[src/rtl/fsm_seq_sched.sv]
// Round-robin scheduler sharing one six-phase sequence engine between N requesters.
// Optional FSM_SEQ_SCHED_LOCK_EN adds a lock input that chains runs for the current owner.
module fsm_seq_sched #(
  parameter  int N  = 4,
  localparam int NW = $clog2(N)
) (
  input  logic          clk,
  input  logic          rstb,
  input  logic [N-1:0]  req,
  input  logic [N-1:0]  mode,
`ifdef FSM_SEQ_SCHED_LOCK_EN
  input  logic [N-1:0]  lock,
`endif
  output logic [N-1:0]  gnt,
  output logic [NW-1:0] owner,
  output logic          busy,
  output logic [3:0]    phase,
  output logic [3:0]    out,
  output logic          done,
  output logic          aborted
);

  // State encoding doubles as the externally visible phase code.
  typedef enum logic [3:0] {
    S_IDLE = 4'd8,
    S_P2   = 4'd1,
    S_P3   = 4'd3,
    S_P4   = 4'd4,
    S_P5   = 4'd5,
    S_P6   = 4'd7
  } state_t;

  localparam logic [3:0] OUT_LONG  = 4'd10;
  localparam logic [3:0] OUT_SHORT = 4'd5;

  state_t          state, state_nx;
  logic [N-1:0]    gnt_nx;
  logic [NW-1:0]   owner_nx;
  logic [3:0]      out_nx;
  logic            done_nx, aborted_nx;
  logic            mode_q, mode_nx;
  logic [NW-1:0]   win;
  logic            any_req;
  logic            restart;

  // Rotating-priority search starting just after the last owner.
  always_comb begin
    logic [NW-1:0] cand;
    cand    = '0;
    win     = owner;
    any_req = 1'b0;
    for (int i = 1; i <= N; i++) begin
      cand = NW'((int'(owner) + i) % N);
      if (!any_req && req[cand]) begin
        any_req = 1'b1;
        win     = cand;
      end
    end
  end

`ifdef FSM_SEQ_SCHED_LOCK_EN
  assign restart = lock[owner];
`else
  assign restart = 1'b0;
`endif

  always_comb begin
    state_nx   = state;
    gnt_nx     = gnt;
    owner_nx   = owner;
    out_nx     = out;
    mode_nx    = mode_q;
    done_nx    = 1'b0;
    aborted_nx = 1'b0;
    if (state == S_IDLE) begin
      if (any_req) begin
        gnt_nx   = {{(N-1){1'b0}}, 1'b1} << win;
        owner_nx = win;
        mode_nx  = mode[win];
        state_nx = mode[win] ? S_P2 : S_P4;
        out_nx   = mode[win] ? OUT_LONG : OUT_SHORT;
      end
    end else if (!req[owner]) begin
      // A dropped request wins over everything, including completion in P6.
      state_nx   = S_IDLE;
      gnt_nx     = '0;
      out_nx     = '0;
      aborted_nx = 1'b1;
    end else begin
      unique case (state)
        S_P2:    state_nx = S_P3;
        S_P3:    state_nx = S_P4;
        S_P4:    state_nx = S_P5;
        S_P5:    state_nx = S_P6;
        S_P6: begin
          done_nx = 1'b1;
          if (restart) begin
            mode_nx  = mode[owner];
            state_nx = mode[owner] ? S_P2 : S_P4;
            out_nx   = mode[owner] ? OUT_LONG : OUT_SHORT;
          end else begin
            state_nx = S_IDLE;
            gnt_nx   = '0;
            out_nx   = '0;
          end
        end
        default: state_nx = S_IDLE;
      endcase
    end
  end

  always_ff @(posedge clk or negedge rstb) begin
    if (!rstb) begin
      state   <= S_IDLE;
      gnt     <= '0;
      owner   <= NW'(N - 1);
      out     <= '0;
      mode_q  <= 1'b0;
      done    <= 1'b0;
      aborted <= 1'b0;
    end else begin
      state   <= state_nx;
      gnt     <= gnt_nx;
      owner   <= owner_nx;
      out     <= out_nx;
      mode_q  <= mode_nx;
      done    <= done_nx;
      aborted <= aborted_nx;
    end
  end

  assign busy  = (state != S_IDLE);
  assign phase = state;

endmodule

[config.mk]
export PLATFORM = sky130hd
export DESIGN_NAME = fsm_seq_sched
export DESIGN_NICKNAME = d
export VERILOG_FILES = /design/src/rtl/fsm_seq_sched.sv
export SDC_FILE = /design/constraint.sdc
export NUM_CORES = 1
export LEC_CHECK = 0
export CAP_MARGIN = 20
export CORE_UTILIZATION = 30
export DETAILED_ROUTE_END_ITERATION = 6
export DONT_BUFFER_PORTS = 1
export HOLD_SLACK_MARGIN = 0.03
export PLACE_DENSITY_LB_ADDON = 0.2
export SLEW_MARGIN = 20
export SYNTH_ARGS = -nofsm -noshare
export SYNTH_HDL_FRONTEND = slang
export SYNTH_SLANG_ARGS = --single-unit
[constraint.sdc]
create_clock -name clk -period 2.64 [get_ports clk]
set_input_delay 0.264 -clock clk [delete_from_list [all_inputs] [get_ports clk]]
set_output_delay 0.264 -clock clk [all_outputs]
set_load 0.1 [all_outputs]
After elaboration in Yosys (flattened, before gate mapping)
Cells that the tools add are included.
{"block": "totals", "register_bits": 16, "input_bits": 10, "elab_cells": 71}
{"block": "op_classes", "n_addsub": 4, "magnitude_cmp": 6, "eq_ne": 9, "shift": 1, "n_mux": 37, "n_reduce_logical": 8}
{"op": "4-bit two-way mux", "n": 10}
{"op": "2-bit by 3-bit < comparator with 1-bit output (second input constant)", "n": 6}
{"op": "4-bit case mux with 4 select lines", "n": 1}
{"op": "1-bit two-way mux", "n": 15}
{"op": "1-bit binary-select mux with 2-bit select", "n": 6}
{"op": "4-bit by 3-bit equality test with 1-bit output (second input constant)", "n": 3}
{"op": "2-bit two-way mux", "n": 4}
{"op": "2-bit by 1-bit adder with 2-bit output (second input constant)", "n": 2}
{"op": "2-bit adder (second input constant)", "n": 2}
{"op": "4-bit by 1-bit equality test with 1-bit output (second input constant)", "n": 1}
{"op": "4-bit by 2-bit equality test with 1-bit output (second input constant)", "n": 1}
{"op": "4-bit equality test (second input constant)", "n": 1}
{"op": "4-bit inequality test (second input constant)", "n": 1}
{"op": "2-bit AND reduction", "n": 2}
{"op": "1-bit by 2-bit << shifter with 4-bit output (first input constant)", "n": 1}
{"op": "1-bit logical AND", "n": 3}
{"op": "1-bit zero test", "n": 3}
{"op": "3-bit two-way mux", "n": 1}
{"op": "3-bit by 2-bit inequality test with 1-bit output (second input constant)", "n": 1}
{"op": "2-bit inequality test (second input constant)", "n": 1}

Longest topological paths before layout
Gate-level depths: netlist of the first run.
{"block": "depth", "ltp_word": 18, "depth_mapped": 7}

Worst setup path after synthesis of the first run
No wires, ideal clock.
{"block": "synth_path", "path_kind": "register -> register", "start": "register state[2] (netlist: phase[2])", "end": "register state[0] (netlist: phase[0])", "setup_time_ns": 0.186, "arrival_ns": 2.435, "required_time_ns": 2.454, "path_slack_ns": 0.019, "path_stages_with_launch": 6, "n_path_buf": 1, "period_less_slack_ns": 2.621, "cell_sequence": "dfrtp_1 -> clkbuf_1 -> nor4b_2 -> inv_1 -> a2111oi_1 -> a2111oi_0"}
{"block": "synth_via", "elab_chain_cells": 4, "word_cells_on_any_way": 9, "classes_between": "eq/ne: 6; mux: 3"}
{"element": "from (decl)", "line": "36", "rtl": "state_t state, state_nx;"}
{"element": "from (signal assigned)", "line": "122", "rtl": "state <= state_nx;"}
{"element": "4-bit by 3-bit equality test with 1-bit output, or another cell as far along", "line": "90", "rtl": "unique case (state)"}
{"element": "4-bit case mux with 4 select lines", "line": "90"}
{"element": "4-bit two-way mux", "line": "83", "rtl": "end else if (!req[owner]) begin"}
{"element": "4-bit two-way mux", "line": "75", "rtl": "if (state == S_IDLE) begin"}
Parallel ways exist; a longest one is shown, timed or not.
A chain may end at the register's enable or synchronous reset.

Final worst setup path of the first run
{"block": "layout_path", "start": "register owner[1]", "end": "register state[0] (netlist: phase[0])"}
{"block": "layout_via", "elab_chain_cells": 18, "word_cells_on_any_way": 35, "classes_between": "add/sub: 4; eq/ne: 1; mux: 24; reduce/logical: 6"}
{"element": "from (decl)", "line": "15", "rtl": "output logic [NW-1:0] owner,"}
{"element": "from (signal assigned)", "line": "116", "rtl": "owner <= NW'(N - 1);"}
{"element": "from (signal assigned)", "line": "124", "rtl": "owner <= owner_nx;"}
{"element": "2-bit by 1-bit adder with 2-bit output", "line": "53", "rtl": "cand = NW'((int'(owner) + i) % N);"}
{"element": "1-bit binary-select mux with 2-bit select", "line": "54", "rtl": "if (!any_req && req[cand]) begin"}
{"element": "1-bit two-way mux (not written as such)", "line": "54"}
{"element": "1-bit two-way mux", "line": "54"}
{"element": "1-bit zero test", "line": "54"}
{"element": "1-bit logical AND", "line": "54"}
{"element": "1-bit two-way mux", "line": "54"}
{"element": "1-bit zero test", "line": "54"}
{"element": "(+2 left out)"}
{"element": "1-bit zero test", "line": "54"}
{"element": "1-bit logical AND", "line": "54"}
{"element": "2-bit two-way mux", "line": "54"}
{"element": "1-bit binary-select mux with 2-bit select", "line": "80", "rtl": "state_nx = mode[win] ? S_P2 : S_P4;"}
{"element": "1-bit two-way mux (not written as such)", "line": "80"}
{"element": "3-bit two-way mux", "line": "80"}
{"element": "4-bit two-way mux", "line": "76", "rtl": "if (any_req) begin"}
{"element": "4-bit two-way mux", "line": "75"}
Parallel ways exist; a longest one is shown, timed or not. The select of a mux whose other input is x is not followed.

==> results of run 1 <==
per-stage QoR:
| stage | std cells | utilization (%) | setup WS (ns) |
|---|---|---|---|
| 2_1_floorplan | 83 | - | 0.01948 |
| 3_3_place_gp | 117 | 35.87 | 0.6298 |
| 3_5_place_dp | 117 | 35.87 | 0.6083 |
| 4_1_cts | 122 | 37.67 | 0.6002 |
| 5_1_grt | 122 | 37.67 | 0.4385 |
| 6_report | 122 | 37.67 | 0.6027 |
cell type report:
class                           count  area [um^2]
Fill cell                         268         1600
Multi-Input combinational cell     62        455.4
Sequential cell                    14        356.6
Timing Repair Buffer                9        70.07
Tap cell                           30        37.54
Clock buffer                        4        36.28
Inverter                            3        11.26
metal layers:
layer	up-vias	wire length (um)	track usage (%)	share of wire, %
met1	326	926	18.10	47
met5	-	0	0	0
met3	4	121	2.810	6.2
li1	326	-	-	-
met4	0	43	7.500	2.2
met2	23	865	19.79	44
worst max-delay path, cell delays in order, from the launching register on:
cell and delay, ns:
dfstp_2 0.61, nand2_1 0.09, a31oi_1 0.31, a21boi_0 0.14
a2111oi_1 0.60, a2111oi_0 0.13
how the worst max path moves through the flow:
stage	startpoint	end	cells past startpoint
6_report	owner[1]	phase[0]	5
5_1_grt	owner[1]	phase[0]	5
4_1_cts	owner[1]	phase[0]	5
3_5_place_dp	owner[1]	phase[0]	5
3_3_place_gp	owner[1]	phase[0]	5
2_1_floorplan	phase[2]	phase[0]	5
cell usage after synthesis (2+ instances only):
cell type,number
o21ai_0,4
dfrtp_1,11
and2_1,2
nand3_1,2
a21boi_0,2
dfstp_2,3
a22o_1,2
a21o_1,2
buf_4,2
nor2_1,5
inv_1,3
nand3b_1,2
o31a_1,2
o21a_1,2
nand2b_1,4
nand2_1,7
cells by family (layout without fill, tap and decap cells):
logic type | after synthesis | count (layout) | synth area share (%)
buf+inv | 7 | 16 | 4.852
mux | 2 | 2 | 4.412
compound gates | 26 | 26 | 25.15
simple gates | 34 | 34 | 23.97
flops | 14 | 14 | 41.62
registers in the layout, indices dropped and copies added, names as in the netlist:
signal / cells
aborted: 1
done: 1
gnt: 4
out: 2
owner: 2
phase: 4
what timing repair did:
item,CTS,global route
endpoints found under the hold margin,14,0
hold buffers,1,0
buffers inserted,0,0
==> flow_summary.yaml, run 1 <==
worst_setup_path:
  worstSetupPathType: "reg -> reg"
  arrival_ns: 2.17
  ff2ff_path_depth: 5
  rr_endpoint: "phase[0]"
  crit_required_ns: 2.78
  end_kind: "flip-flop"
  reg2reg_slack_ns: 0.60
  start_kind: "flip-flop"
  timing.rr.start: "owner[1]"
  crit_fanout: 8
clock_tree:
  clkTransAtPathRegs_ns: 0.09
  clockRootBuffer: "clkbuf_4"
  cts_tree: "yes"
  cts_num_sinks: 14
  insertion_delay_ns: 0.29
  cts-htree-levels: 1
  clock_path_buffers: 2
  numCtsBuffers: 3
  ctsResizeCount: 0
cells_and_area:
  mostFrequentLayoutCells: "9 x dfrtp_1, 8 x buf_4, 7 x nand2_1, 5 x nor2_1"
  area_growth_pct: 13.68
  drive_gt1_share_pct: 26.09
  stdcell_area_um2: 967.2
  final_nets: 103
  antennaDiodeCount: 0
  final_common_cell: "dfrtp_1"
placed_design:
  port-buffer-count: 0
  dp_hpwl_mm: 1.456
  placed_cell_area_um2: 920.9
  routabilityCongestion: 0.7738
timing:
  finalHoldViolations: 0
  holdWs_ns: 0.2589
  rsz0062_at_grt: "false"
  setup_violations: 0
  fin_crit_sh_pct: 77.17
  timing.slew.headroom_pct: 36.38
  drv_slew: 0
  period_needed_ns: 2.037
  tns_ns: 0
  fmax_ghz: 0.4908
  fin_skew_ns: 0.002634
  tightest_slew_ns: 0.9542
synth:
  syn_nets: 93
  synthesis.area_um2: 850.8
  synth.top_cell.area_share_pct: 32.35
  synth_area_leaders: "dfrtp_1 32%, dfstp_2 9.3%, mux4_1 3.1%, nand2_1 3.1%, nand2b_1 2.9%"
  seq_area_frac_synth_pct: 41.62
  syn_area_per_cell_um2: 10.25
  synth_edf_count: 0
  async_flop_share_pct: 100.0
  ys_seq_elements: 14
  synth-main-ff-cell: "dfrtp_1"
  yosysTopAreaCell: "dfrtp_1"
  yosys_warnings: 0
  ys_types: 44
  synth_cells: 83
floorplan:
  die_y_um: 55.26
  rows: 18
  io-pin-count: 27
  die_x_um: 55.26
  initial_core_util_pct: 33.14
  core_um2: 2567
  dieArea_um2: 3053
min_path:
  hp-start: "mode[3]"
  hold_path.class: "in -> reg"
  holdPathEnd: "out[1]"
  worstHoldPathCells: 2
drt:
  num_vias: 679
  routedWlPerCell_um: 16.04
  drc_errors: 0
  vias_per_cell: 5.566
  dr.pass1.iters: 4
  first_iter_violations: 11
  wl_mm: 1.957
  ant_nets: 0
global_routing:
  grt_usage_pct: 13.38
  grt_start_max_net_pins: 15
  antenna_found_initial: 0
  grt_pass1_wl_mm: 3.256
  grt_pass1_vias: 673
  grt-ovfl-total: 0
flow_run:
  maxCapViolations: 0
status:
  status: "finished, final reports clean"
Power of run 1 is left out: the tool's default activity adds up to more than one toggle a clock period on the data nets, which glitch-free logic cannot reach.
==> run 2, diff against run 1 <==
clock period = 1.85 ns   (was 2.64 ns; I/O delays follow)
==> run 2 against run 1 <==
Effect of this change:
- the run now ends with setup timing left
- wire length up 8.7%
- via count up 11%
- design area up 28%
- critical path type unchanged
- sequential share of layout area down 6.6 points
==> flow_summary.yaml, run 2 (same netlist as run 1, synthesis figures left out) <==
cells_and_area:
  final_nets: 124
  utilization_pct: 48.10
  fill_cells: 254
  area_growth_pct: 45.15
  stdcell_area_um2: 1235
  drive_gt1_share_pct: 48.67
  mostFrequentLayoutCells: "24 x buf_4, 7 x nand2_1, 6 x dfrtp_1"
  antennaDiodeCount: 0
  final_common_cell: "buf_4"
floorplan:
  io-pin-count: 27
  rows: 18
  dieArea_um2: 3053
  core_um2: 2567
  die_x_um: 55.26
  die_y_um: 55.26
  initial_core_util_pct: 33.14
placed_design:
  dp_hpwl_mm: 1.596
  port-buffer-count: 0
  pre_cts_slack_ns: -0.07015
  routabilityCongestion: 0.7672
  placed_cell_area_um2: 1112
timing:
  fin_crit_sh_pct: 103.3
  setup_violations: 6
  drv_slew: 0
  tightest_slew_ns: 0.6461
  timing.slew.headroom_pct: 56.79
  fin_ws_ns: -0.06173
  rsz0062_at_grt: "true"
  fmax_ghz: 0.5231
  finalHoldViolations: 0
  tns_ns: -0.2127
  period_needed_ns: 1.912
  fin_skew_ns: 0.001899
worst_setup_path:
  max_stage_delay_ns: 0.64
  ff2ff_path_depth: 4
  crit_path_cell_trace: "mux4_2 > and2b_1 > a21boi_1 > o31a_1"
  start_kind: "flip-flop"
  cp_slowest_cell: "dfstp_4"
  crit_required_ns: 2.03
  arrival_ns: 2.09
  end_kind: "flip-flop"
  worstSetupPathType: "reg -> reg"
  crit_fanout: 4
global_routing:
  grt_pass1_wl_mm: 3.470
  antenna_found_initial: 0
  grt_usage_pct: 14.51
  grt_start_max_net_pins: 15
  grt-ovfl-total: 0
  grt_pass1_vias: 726
status:
  status: "complete, but fails checks"
  violations: "setup timing"
drt:
  num_vias: 757
  wl_mm: 2.127
  ant_nets: 0
  dr.pass1.iters: 4
  vias_per_cell: 5.294
  first_iter_violations: 20
  drc_errors: 0
  routedWlPerCell_um: 14.87
clock_tree:
  cts-htree-levels: 1
  clock_path_buffers: 2
  insertion_delay_ns: 0.29
  clkTransAtPathRegs_ns: 0.09
  cts_num_sinks: 14
  cts_tree: "yes"
  numCtsBuffers: 3
  clockRootBuffer: "clkbuf_4"
flow_run:
  maxCapViolations: 0
min_path:
  worstHoldPathCells: 2
  hold_path.class: "in -> reg"
-- run 2: repair_timing --
action,CTS,global route
endpoints found under the setup margin,6,8
pin swaps,2,5
resized for setup,5,8
hold buffers,1,0
endpoints found under the hold margin,14,0
setup buffers,3,2
-- run 2: metal layers --
metal / share of wire [%] / global-route usage [%] / up-vias / wire, um
met5: 0 / 0 / - / 0
met4: 2.0 / 7.500 / 0 / 42
met3: 3.9 / 2.576 / 4 / 82
met2: 49 / 23.75 / 19 / 1049
met1: 45 / 18.22 / 364 / 953
li1: - / - / 370 / -
-- run 2: worst paths after layout --
path	slack (ns)	start	end
max in group asynchronous	1.02	rstb	phase[2]
min reg2reg	0.51	gnt[3]	gnt[3]
max reg2reg	-0.06	owner[0]	phase[2]
min	0.20	mode[3]	out[1]
max	-0.06	owner[0]	phase[2]
min in group asynchronous	0.36	rstb	aborted
-- run 2: worst max-delay path, delay by kind of cell, from the launching register on --
| family | cells | cell delay, ns |
|---|---|---|
| flops | 1 | 0.64 |
| simple gates | 1 | 0.20 |
| compound gates | 2 | 0.40 |
| mux | 1 | 0.56 |
-- run 2: cell type report --
type | instances | area, um^2 | area share [%]
clock buffer | 4 | 36.28 | 2.938
inverter | 3 | 15.01 | 1.216
multi-input combinational | 62 | 508.0 | 41.13
sequential | 14 | 374.1 | 30.29
tap | 30 | 37.54 | 3.040
timing repair buffer | 30 | 264.0 | 21.38
-- run 2: through the flow --
stage               hold WS (ns)  cells
floorplan                -0.1106     83
global route              0.1914    143
finish                    0.2008    143
global placement         -0.1102    133
CTS                       0.1895    141
detailed placement       -0.1104    133
Power of run 2 is left out for the same reason.
==> run 3, diff against run 2 <==
==> constraint.sdc (replaced) <==
create_clock -name clk -period 1.85 [get_ports clk]
set_input_delay 0.37 -clock clk [delete_from_list [all_inputs] [get_ports clk]]
set_output_delay 0.37 -clock clk [all_outputs]
set_load 0.1 [all_outputs]
==> run 3 against run 2 <==
Effect of this change:
- the flow still finishes with violations (setup timing)
- sequential share of layout area down 0.60 points
- clock-buffer cell count unchanged
- clock skew up 0.0017 ns
- worst setup slack worse by 0.019 ns
- hold slack better by 0.18 ns
- critical path depth shrank 1
- core utilization up 0.97 points
- global-route usage increased by 0.30 points
- final cell count is 0.70% higher
- via count up 0.53%
- critical endpoint is now busy
- highest routed layer unchanged
==> flow_summary.yaml, run 3 (same netlist as run 1, synthesis figures left out) <==
worst_setup_path:
  arrival_ns: 1.56
  crit_fanout: 2
  worstSetupPathType: "reg -> out"
  cp_num_buf_inv: 2
  crit_required_ns: 1.48
  end_kind: "output pin"
  max_stage_delay_ns: 0.62
  start_kind: "flip-flop"
  cp_slowest_cell: "dfstp_4"
  crit_path_cell_trace: "nor4b_4 > clkinvlp_4 > buf_6"
  critPathTopFamily: "flip-flops"
status:
  violations: "setup timing"
  status: "complete, but fails checks"
cells_and_area:
  stdcell_area_um2: 1260
  drive_gt1_share_pct: 51.75
  area_growth_pct: 48.09
  fill_cells: 255
  final_common_cell: "buf_4"
  mostFrequentLayoutCells: "24 x buf_4, 7 x nand2_1, 6 x dfrtp_1"
  utilization_pct: 49.07
  final_nets: 125
  antennaDiodeCount: 0
timing:
  drv_slew: 0
  tightest_slew_ns: 0.6642
  fin_ws_ns: -0.08122
  timing.slew.headroom_pct: 55.57
  fin_skew_ns: 0.003626
  finalHoldViolations: 0
  period_needed_ns: 1.931
  fin_crit_sh_pct: 104.4
  fmax_ghz: 0.5178
  rsz0062_at_grt: "true"
  setup_violations: 4
drt:
  drc_errors: 0
  first_iter_violations: 20
  wl_mm: 2.206
  routedWlPerCell_um: 15.32
  num_vias: 761
  ant_nets: 0
  vias_per_cell: 5.285
  dr.pass1.iters: 4
global_routing:
  grt-ovfl-total: 0
  grt_pass1_vias: 762
  antenna_found_initial: 0
  grt_start_max_net_pins: 15
  grt_usage_pct: 14.82
  grt_pass1_wl_mm: 3.532
clock_tree:
  clockRootBuffer: "clkbuf_4"
  cts_num_sinks: 14
  cts_tree: "yes"
  numCtsBuffers: 3
  clock_path_buffers: 2
  clkTransAtPathRegs_ns: 0.09
  cts-htree-levels: 1
  insertion_delay_ns: 0.28
floorplan:
  core_um2: 2567
  io-pin-count: 27
  dieArea_um2: 3053
  rows: 18
  initial_core_util_pct: 33.14
  die_y_um: 55.26
  die_x_um: 55.26
min_path:
  hold_path.class: "in -> reg"
placed_design:
  pre_cts_slack_ns: -0.07671
  placed_cell_area_um2: 1132
  port-buffer-count: 0
  dp_hpwl_mm: 1.630
  routabilityCongestion: 0.7869
flow_run:
  maxCapViolations: 0
==> run 3: layout make-up <==
cell class	instances	area [um^2]	area share, %
inverter	3	15.01	1.192
timing repair buffer	31	275.3	21.85
multi-input combinational	62	531.8	42.20
sequential	14	374.1	29.69
clock buffer	4	26.28	2.085
tap	30	37.54	2.979
==> run 3: metrics by stage <==
stage / TNS (ns) / hold slack [ns] / instances
4_1_cts: -0.2051 / 0.3837 / 143
3_3_place_gp: -0.2095 / 0.07475 / 134
3_5_place_dp: -0.1571 / 0.07468 / 134
5_1_grt: -0.4401 / 0.3761 / 144
6_report: -0.1705 / 0.3808 / 144
2_1_floorplan: -2.337 / 0.07441 / 83
==> run 3: layer usage <==
layer | routed length [um] | track usage (%) | up-vias
met1 | 1015 | 18.84 | 368
met5 | 0 | 0 | -
met4 | 27 | 7.500 | 0
met2 | 1079 | 23.92 | 17
li1 | - | - | 374
met3 | 83 | 2.810 | 2
==> run 3: worst paths after layout <==
check / from / end / slack (ns) / cells past startpoint
min in group asynchronous: rstb / phase[1] / 0.56 / 1
setup / recovery: phase[3] / busy / -0.08 / 3
hold / removal: mode[3] / out[1] / 0.38 / 2
setup reg to reg: phase[3] / phase[2] / -0.05 / 6
max in group asynchronous: rstb / phase[2] / 0.80 / 1
hold reg to reg: gnt[3] / gnt[3] / 0.51 / 1
==> run 3: worst register-to-register path: stages, from the launching register on <==
cell	delay [ns]
dfstp_4	0.62
nor4b_4	0.27
clkinvlp_4	0.18
buf_4	0.16
buf_4	0.15
a2111oi_4	0.27
o31a_1	0.19
==> run 3: what timing repair did <==
| action | in CTS | in global routing |
|---|---|---|
| endpoints found under the hold margin | 14 | 0 |
| pin swaps | 6 | 5 |
| setup buffers | 4 | 1 |
| endpoints found under the setup margin | 5 | 12 |
| hold buffers | 1 | 0 |
| gates resized for setup | 11 | 6 |
Power of run 3 is left out for the same reason.
